`src/rtl/core_dmem_ctrl.sv`:
```
// Data-memory controller between the core data port and a 1-cycle-latency byte-enabled SRAM.
// Define DMEM_RANGE_CHK_EN to enable word-address range checking and the err_o port.
module core_dmem_ctrl #(
   parameter int DATA_WIDTH  = 32,
   parameter int ADDR_WIDTH  = 16,
   parameter int BE_WIDTH    = 4,
   parameter int WAIT_STATES = 0,
   parameter int MEM_DEPTH   = 16384
) (
   input  logic                  clk,
   input  logic                  rst,
   input  logic                  data_req_i,
   input  logic [ADDR_WIDTH-1:0] data_addr_i,
   input  logic                  data_wr_i,
   input  logic [BE_WIDTH-1:0]   data_be_i,
   input  logic [DATA_WIDTH-1:0] data_wdata_i,
   output logic                  data_gnt_o,
   output logic                  data_rvalid_o,
   output logic [DATA_WIDTH-1:0] data_rdata_o,
   output logic                  busy_o,
   output logic                  mem_en_o,
   output logic [BE_WIDTH-1:0]   mem_we_o,
   output logic [ADDR_WIDTH-3:0] mem_addr_o,
   output logic [DATA_WIDTH-1:0] mem_wdata_o,
`ifdef DMEM_RANGE_CHK_EN
   output logic                  err_o,
`endif
   input  logic [DATA_WIDTH-1:0] mem_rdata_i
);

   typedef enum logic [1:0] {ST_IDLE, ST_WAIT, ST_ACCESS, ST_RESP} state_t;

   localparam logic [2:0] WS_LOAD = 3'(WAIT_STATES);

   state_t                  state, state_nxt;
   logic [2:0]              cnt, cnt_nxt;
   logic                    accept;
   logic                    in_access;
   logic [ADDR_WIDTH-3:0]   addr_q;
   logic                    wr_q;
   logic [BE_WIDTH-1:0]     be_q;
   logic [DATA_WIDTH-1:0]   wdata_q;
   logic                    err_q;
   logic                    unused_lsbs;

   // Byte offset is guaranteed zero by the core.
   assign unused_lsbs = ^data_addr_i[1:0];

   assign accept    = (state == ST_IDLE) && data_req_i && !rst;
   assign in_access = (state == ST_ACCESS);

   always_comb begin
      state_nxt = state;
      cnt_nxt   = cnt;
      case (state)
         ST_IDLE: begin
            if (data_req_i) begin
               cnt_nxt   = WS_LOAD;
               state_nxt = (WAIT_STATES > 0) ? ST_WAIT : ST_ACCESS;
            end
         end
         ST_WAIT: begin
            cnt_nxt = cnt - 3'd1;
            if (cnt <= 3'd1) state_nxt = ST_ACCESS;
         end
         ST_ACCESS: state_nxt = ST_RESP;
         ST_RESP:   state_nxt = ST_IDLE;
         default:   state_nxt = ST_IDLE;
      endcase
   end

   always_ff @(posedge clk or posedge rst) begin
      if (rst) begin
         state <= ST_IDLE;
         cnt   <= 3'd0;
      end else begin
         state <= state_nxt;
         cnt   <= cnt_nxt;
      end
   end

   always_ff @(posedge clk or posedge rst) begin
      if (rst) begin
         addr_q  <= '0;
         wr_q    <= 1'b0;
         be_q    <= '0;
         wdata_q <= '0;
      end else if (accept) begin
         addr_q  <= data_addr_i[ADDR_WIDTH-1:2];
         wr_q    <= data_wr_i;
         be_q    <= data_be_i;
         wdata_q <= data_wdata_i;
      end
   end

`ifdef DMEM_RANGE_CHK_EN
   localparam logic [31:0] DEPTH_U = 32'(MEM_DEPTH);
   logic [31:0] word_ext;
   assign word_ext = 32'(data_addr_i[ADDR_WIDTH-1:2]);

   // Out-of-range flag is captured with the request and rides along to completion.
   always_ff @(posedge clk or posedge rst) begin
      if (rst) begin
         err_q <= 1'b0;
         err_o <= 1'b0;
      end else begin
         if (accept) err_q <= (word_ext >= DEPTH_U);
         err_o <= (state == ST_RESP) && err_q;
      end
   end
`else
   localparam int unused_depth = MEM_DEPTH;
   assign err_q = 1'b0;
`endif

   always_ff @(posedge clk or posedge rst) begin
      if (rst) begin
         data_rvalid_o <= 1'b0;
         data_rdata_o  <= '0;
      end else begin
         data_rvalid_o <= (state == ST_RESP);
         if (state == ST_RESP) data_rdata_o <= (wr_q || err_q) ? '0 : mem_rdata_i;
      end
   end

   assign data_gnt_o  = accept;
   assign busy_o      = (state != ST_IDLE);
   assign mem_en_o    = in_access && !err_q;
   assign mem_we_o    = (in_access && !err_q && wr_q) ? be_q : '0;
   assign mem_addr_o  = in_access ? addr_q : '0;
   assign mem_wdata_o = in_access ? wdata_q : '0;

endmodule

```
`config.mk`:
```
export PLATFORM = sky130hd
export DESIGN_NAME = core_dmem_ctrl
export DESIGN_NICKNAME = d
export VERILOG_FILES = /design/src/rtl/core_dmem_ctrl.sv
export SDC_FILE = /design/constraint.sdc
export NUM_CORES = 1
export LEC_CHECK = 0
export ABC_AREA = 1
export BUFFER_PORTS_ARGS = -buffer_cell sky130_fd_sc_hd__buf_4
export CAP_MARGIN = 20
export CORE_MARGIN = 1.5
export CORE_UTILIZATION = 43
export CTS_CLUSTER_SIZE = 20
export DETAILED_ROUTE_END_ITERATION = 10
export PLACE_DENSITY = 0.8
export SKIP_LAST_GASP = 1
export SLEW_MARGIN = 5
export SYNTH_ARGS = -nofsm -noshare
export SYNTH_HDL_FRONTEND = slang
export SYNTH_SLANG_ARGS = --single-unit
```
`constraint.sdc`:
```
create_clock -name clk -period 3.3 [get_ports clk]
set_clock_uncertainty 0.05 [all_clocks]
set_input_delay 0.495 -clock clk [delete_from_list [all_inputs] [get_ports clk]]
set_output_delay 0.495 -clock clk [all_outputs]
set_load 0.02 [all_outputs]
```
==> results of run 1 <==
[worst max path at each step]
stage	to	startpoint	slack (ps)	cells after the start
5_1_grt	mem_addr_o[12]	state[1]	750	5
4_1_cts	mem_addr_o[12]	state[1]	900	5
3_3_place_gp	mem_addr_o[3]	state[1]	1340	5
2_1_floorplan	data_gnt_o	rst	320	4
3_5_place_dp	mem_addr_o[12]	state[1]	1280	5
6_report	mem_addr_o[12]	state[1]	930	5
[state kept, by name, indices dropped and copies added, names as in the netlist]
name	flops
state	2
data_rdata_o	32
wdata_q	32
data_rvalid_o	1
addr_q	14
be_q	4
wr_q	1
cnt	3
[layer usage]
metal  track usage, %  vias up  part of all wire [%]  wire, µm
li1                 -     1789                     -         -
met1             23.5     1622                    42      3940
met2             36.8       89                    52      4930
met3             2.48       22                   3.6       338
met4             9.12        0                   2.6       249
met5                0        -                     0         0
[kinds of logic (layout without fill, tap and decap cells)]
| family | count (synthesis) | count (layout) |
|---|---|---|
| fa+ha+maj | 2 | 2 |
| simple gates | 286 | 286 |
| flops | 89 | 89 |
| buf+inv | 89 | 255 |
| compound gates | 36 | 36 |
[through the flow]
step | utilization (%) | area [µm²] | worst slack, ps | std cells
after detailed placement | 59.2 | 5220 | 1280 | 760
after floorplan | - | 3940 | 325 | 502
final | 61.4 | 5410 | 932 | 776
after global placement | 59.2 | 5220 | 1340 | 760
after global routing | 61.4 | 5410 | 746 | 776
after CTS | 61.1 | 5380 | 900 | 775
[layout make-up]
class	instances	area share [%]
clock inverter	3	0.324
clock buffer	12	2.68
tap	108	2.50
sequential	89	41.2
timing repair buffer	176	24.8
multi-input combinational	324	24.0
inverter	64	4.51
[power groups by stage]
stage                     sequential, mW  clock [mW]  combinational [mW]
after global placement              1.90           0                2.52
after floorplan                     2.09           0                1.50
after CTS                           1.92       0.670                2.59
after global routing                1.98       0.709                2.86
after detailed placement            1.93           0                2.59
final                               1.92       0.642                2.56
[cells in the mapped netlist]
library cell and n:
nand3_2 1, dfrtp_1 89, buf_6 4, nor2_1 52, buf_4 10, inv_2 3
nor2_2 2, o21ai_0 3, inv_1 61, clkbuf_1 5, nand3_1 2, or2_2 1
buf_2 6, a21oi_1 1, o21ai_1 32, ha_1 2, nand2_1 228
[critical path: cells and delay by family (launching register included)]
kind | cells | cell delay [ps]
AND/OR/NAND/NOR | 2 | 200
flip-flops | 1 | 440
buffers and inverters | 3 | 840
==> results.cfg, run 1 <==
[synthesis]
synth_area_leaders = dfrtp_1, nand2_1, inv_1
synth_top_family_by_area = simple AND/OR/NAND/NOR gates
yosysTopAreaCell = dfrtp_1
synth_nets = 592
synthSimpleGateAreaFrac_pct = 27.7
yosys_warnings = 0
synth_fa_ha_area_share_pct = 0.637
synth_seq_area_share_pct = 56.7
synth_xor_area_share_pct = 0
syn_area_um2 = 3930
synth_cell_types = 17
yosysTopAreaCellShare_pct = 56.7
synth-compound-area-share_pct = 4.58
yosys-mux-area-fraction_pct = 0
netlist_instances = 502
avgSynthCellArea_um2 = 7.83
synth_seq_cells = 89

[finish]
syn_to_final_growth_pct = 37.6
diodes = 0
fin_nets = 754
register_area_um2 = 2230
layout-drive-gt1-share_pct = 29.6
fillers = 773
multi_input_area_um2 = 1300
mostFrequentLayoutCells = nand2_1, buf_4, dfrtp_1, inv_1, nor2_1
final_common_cell = nand2_1

[floorplanning]
die_w_um = 98.6
coreArea_um2 = 8810
die_area_um2 = 9720
start_util_pct = 44.6
dieHeight_um = 98.6
num_rows = 34
pin_count = 174

[worst_setup_path]
max_stage_delay_ps = 560
cp_max_fo = 47
end_kind = output port
critPathLaunchType = flip-flop
cp_slowest_cell = inv_2
regToRegSetupSlack_ps = 1680
worstReg2RegEnd = data_rdata_o[13]
r2r_cells = 4
critPathKind = reg -> out
cpMostUsedCell = inv_2
r2r_start = state[0]
worstPathArrival_ps = 1820
cp.required_ps = 2750
crit_chain = inv_2, nor2_2, inv_2, nor2_1, buf_4

[pwr]
p_int_mw = 2.91
swShare_pct = 43.1
ir_drop_mv = 0.491
p_clk_share_pct = 12.5
p_per_area_nw_per_um2 = 947
p_leak_nw = 3.10
total_power_mw = 5.12
combPwrFrac_pct = 50.0
switching_power_mw = 2.21
seqPwrFrac_pct = 37.5

[clock_tree]
clkLatencyLatePin_ps = 340
cts_root_buf = clkbuf_8
post_cts_buffers = 0
clkTransAtPathRegs_ps = 80
h-tree-depth = 3
cts_resized = 0
clock_path_buffers = 2
tritoncts = built
cts_sinks = 89
cts_hold_buffers = 0
cts_buffers = 9

[sta]
hold_viol = 0
max_freq_mhz = 422
slew_viol_final = 0
hold_ws_ps = 259
tns_ps = 0
rsz0062_at_grt = no
min_period_ps = 2370
setup_viol = 0
period_share_pct = 71.8
tightest_slew_ps = 924
slew_headroom_pct = 38.3

[routing]
drcViolationCount = 9
drt-total-wl_mm = 9.46
dr.pass1.iters = 8
drt_iter0_drc = 138
ant_nets = 0
routed_via_density = 4.54
num_vias = 3522
avgRoutedWirePerCell_um = 12.2

[global_routing]
grt_pass1_wl_mm = 15.7
antenna_found_initial = 0
grt_overflow_total = 0
grt_pass1_vias = 3534
grt_start_max_net_pins = 90
grt_use_total_pct = 20.1

[place]
dp_hpwl_mm = 6.72
globalplace.congestion = 0.803
io_buffers = 171

[status]
status = finished with violations
violations = DRC

[job]
drv_cap = 0

[worst_hold_path]
hold_class = in -> async
Power figures use the tool's default switching activity.
==> inputs of run 2 (changes only) <==
--- a/config.mk
+++ b/config.mk
@@ -9,10 +9,10 @@
 export BUFFER_PORTS_ARGS = -buffer_cell sky130_fd_sc_hd__buf_4
 export CAP_MARGIN = 20
 export CORE_MARGIN = 1.5
-export CORE_UTILIZATION = 43
+export CORE_UTILIZATION = 47
 export CTS_CLUSTER_SIZE = 20
 export DETAILED_ROUTE_END_ITERATION = 10
-export PLACE_DENSITY = 0.8
+export PLACE_DENSITY = 0.83
 export SKIP_LAST_GASP = 1
 export SLEW_MARGIN = 5
 export SYNTH_ARGS = -nofsm -noshare
==> constraint.sdc (replaced) <==
create_clock -name clk -period 2.3 [get_ports clk]
set_clock_uncertainty 0.05 [all_clocks]
set_input_delay 0.345 -clock clk [delete_from_list [all_inputs] [get_ports clk]]
set_output_delay 0.345 -clock clk [all_outputs]
set_load 0.02 [all_outputs]
==> run 2 against run 1 <==
Effect of this change: the run now ends clean; non-clock buffer count grew 3; sequential power grew 44%; hold slack lost 170 ps; power grew 50%; first-iteration DRC count grew 30%; utilization grew 5.8 points; critical endpoint is now mem_wdata_o[15]; highest routed layer unchanged.
==> results.cfg, run 2 (synthesis results as in run 1) <==
[worst_setup_path]
regToRegSetupSlack_ps = 710
worstReg2RegEnd = addr_q[9]
critPathLaunchType = flip-flop
critPathKind = reg -> out
cp_max_fo = 47
cp.required_ps = 1900
cp-endpoint = mem_wdata_o[15]
worstPathArrival_ps = 1670
r2r_start = state[1]
crit_start = state[1]
r2r_cells = 6
end_kind = output port

[clock_tree]
post_cts_buffers = 0
cts_resized = 0
tritoncts = built
clock_path_buffers = 2
cts_buffers = 9
cts_hold_buffers = 0
clkLatencyLatePin_ps = 340
clkTransAtPathRegs_ps = 90
cts_root_buf = clkbuf_8
h-tree-depth = 3
cts_sinks = 89

[sta]
period_share_pct = 89.6
slew_viol_final = 0
hold_ws_ps = 90.4
rsz0062_at_grt = no
slew_headroom_pct = 65.6
hold_viol = 0
min_period_ps = 2060
finalWorstSetupSlack_ps = 238
tightest_slew_ps = 516
max_freq_mhz = 485
setup_viol = 0

[finish]
multi_input_area_um2 = 1300
fin_nets = 757
reg_top3 = data_rdata_o (32), wdata_q (32), addr_q (14)
mostFrequentLayoutCells = nand2_1, buf_4, dfrtp_1, inv_1, nor2_1
diodes = 0
fillers = 686
syn_to_final_growth_pct = 39.7
final_common_cell = nand2_1
layout-drive-gt1-share_pct = 30.4
register_area_um2 = 2230

[pwr]
swShare_pct = 42.0
seqPwrFrac_pct = 35.9
p_leak_nw = 3.15
ir_drop_mv = 0.896
combPwrFrac_pct = 48.6
p_int_mw = 4.46
p_clk_share_pct = 15.5
p_per_area_nw_per_um2 = 1400
switching_power_mw = 3.23

[floorplanning]
start_util_pct = 48.1
die_area_um2 = 8920
dieHeight_um = 94.5
die_w_um = 94.5
pin_count = 174
num_rows = 33
coreArea_um2 = 8180

[global_routing]
grt_overflow_total = 0
grt_pass1_wl_mm = 15.5
grt_use_total_pct = 22.1
grt_start_max_net_pins = 90
grt_pass1_vias = 3509
antenna_found_initial = 0

[routing]
wl_met1_mm = 3.91
dr.pass1.iters = 4
wl_met3_um = 452
num_vias = 3623
routed_via_density = 4.66
wl_met2_mm = 5.10
drt-total-wl_mm = 9.71
drcViolationCount = 0
ant_nets = 0
avgRoutedWirePerCell_um = 12.5
topRoutingLayerUsed = met4
drt_iter0_drc = 180

[place]
pre_cts_ws_ps = 615
dp_hpwl_mm = 6.77
globalplace.congestion = 0.787
io_buffers = 171

[worst_hold_path]
hold_class = in -> async

[job]
drv_cap = 0

[status]
status = finished clean
[run 2: cell types whose count changed in the layout (fill, tap and decap cells not counted), sizes merged]
cell and delta:
buf +3, bufinv +2, clkbuf -1
[run 2: cell type report]
class                      count  area share [%]
sequential                    89            40.5
clock buffer                  11            2.76
inverter                      64            4.44
clock inverter                 5            1.41
multi-input combinational    324            23.6
timing repair buffer         179            24.8
tap                          105            2.39
[run 2: stage by stage]
stage / TNS, ps / area (µm²) / power [mW] / utilization (%) / instances
after floorplan: -12260 / 3940 / 5.16 / - / 502
after global placement: 0 / 5240 / 6.38 / 64.0 / 760
after detailed placement: 0 / 5240 / 6.52 / 64.0 / 760
after CTS: 0 / 5470 / 7.76 / 66.9 / 776
after global routing: 0 / 5490 / 8.28 / 67.2 / 777
final: 0 / 5490 / 7.69 / 67.2 / 777
[run 2: critical path, cell delays in order (launching register included)]
cell	delay, ps
dfrtp_1	440
inv_2	80
nor2_2	50
inv_2	50
buf_4	400
nor2_1	120
buf_4	180
[run 2: per-layer routing]
metal  track usage, %  vias up
met3             3.95       24
met2             40.0      112
met1             25.2     1686
met5                0        -
li1                 -     1801
met4             10.6        0
[run 2: worst min-delay path by stage]
stage,start,end,slack (ps),cells after the start
floorplan,addr_q[12],addr_q[12],400,2
global placement,wdata_q[18],wdata_q[18],410,2
detailed placement,wdata_q[20],wdata_q[20],410,2
CTS,data_wdata_i[1],wdata_q[1],110,3
global route,data_wdata_i[6],wdata_q[6],110,3
finish,rst,data_rdata_o[14],90,3
[run 2: power by group through the flow]
| stage | sequential [mW] | clock, mW | combinational [mW] |
|---|---|---|---|
| floorplan | 3.00 | 0 | 2.16 |
| global placement | 2.74 | 0 | 3.65 |
| detailed placement | 2.77 | 0 | 3.75 |
| CTS | 2.75 | 1.22 | 3.78 |
| global route | 2.85 | 1.28 | 4.15 |
| finish | 2.76 | 1.20 | 3.74 |
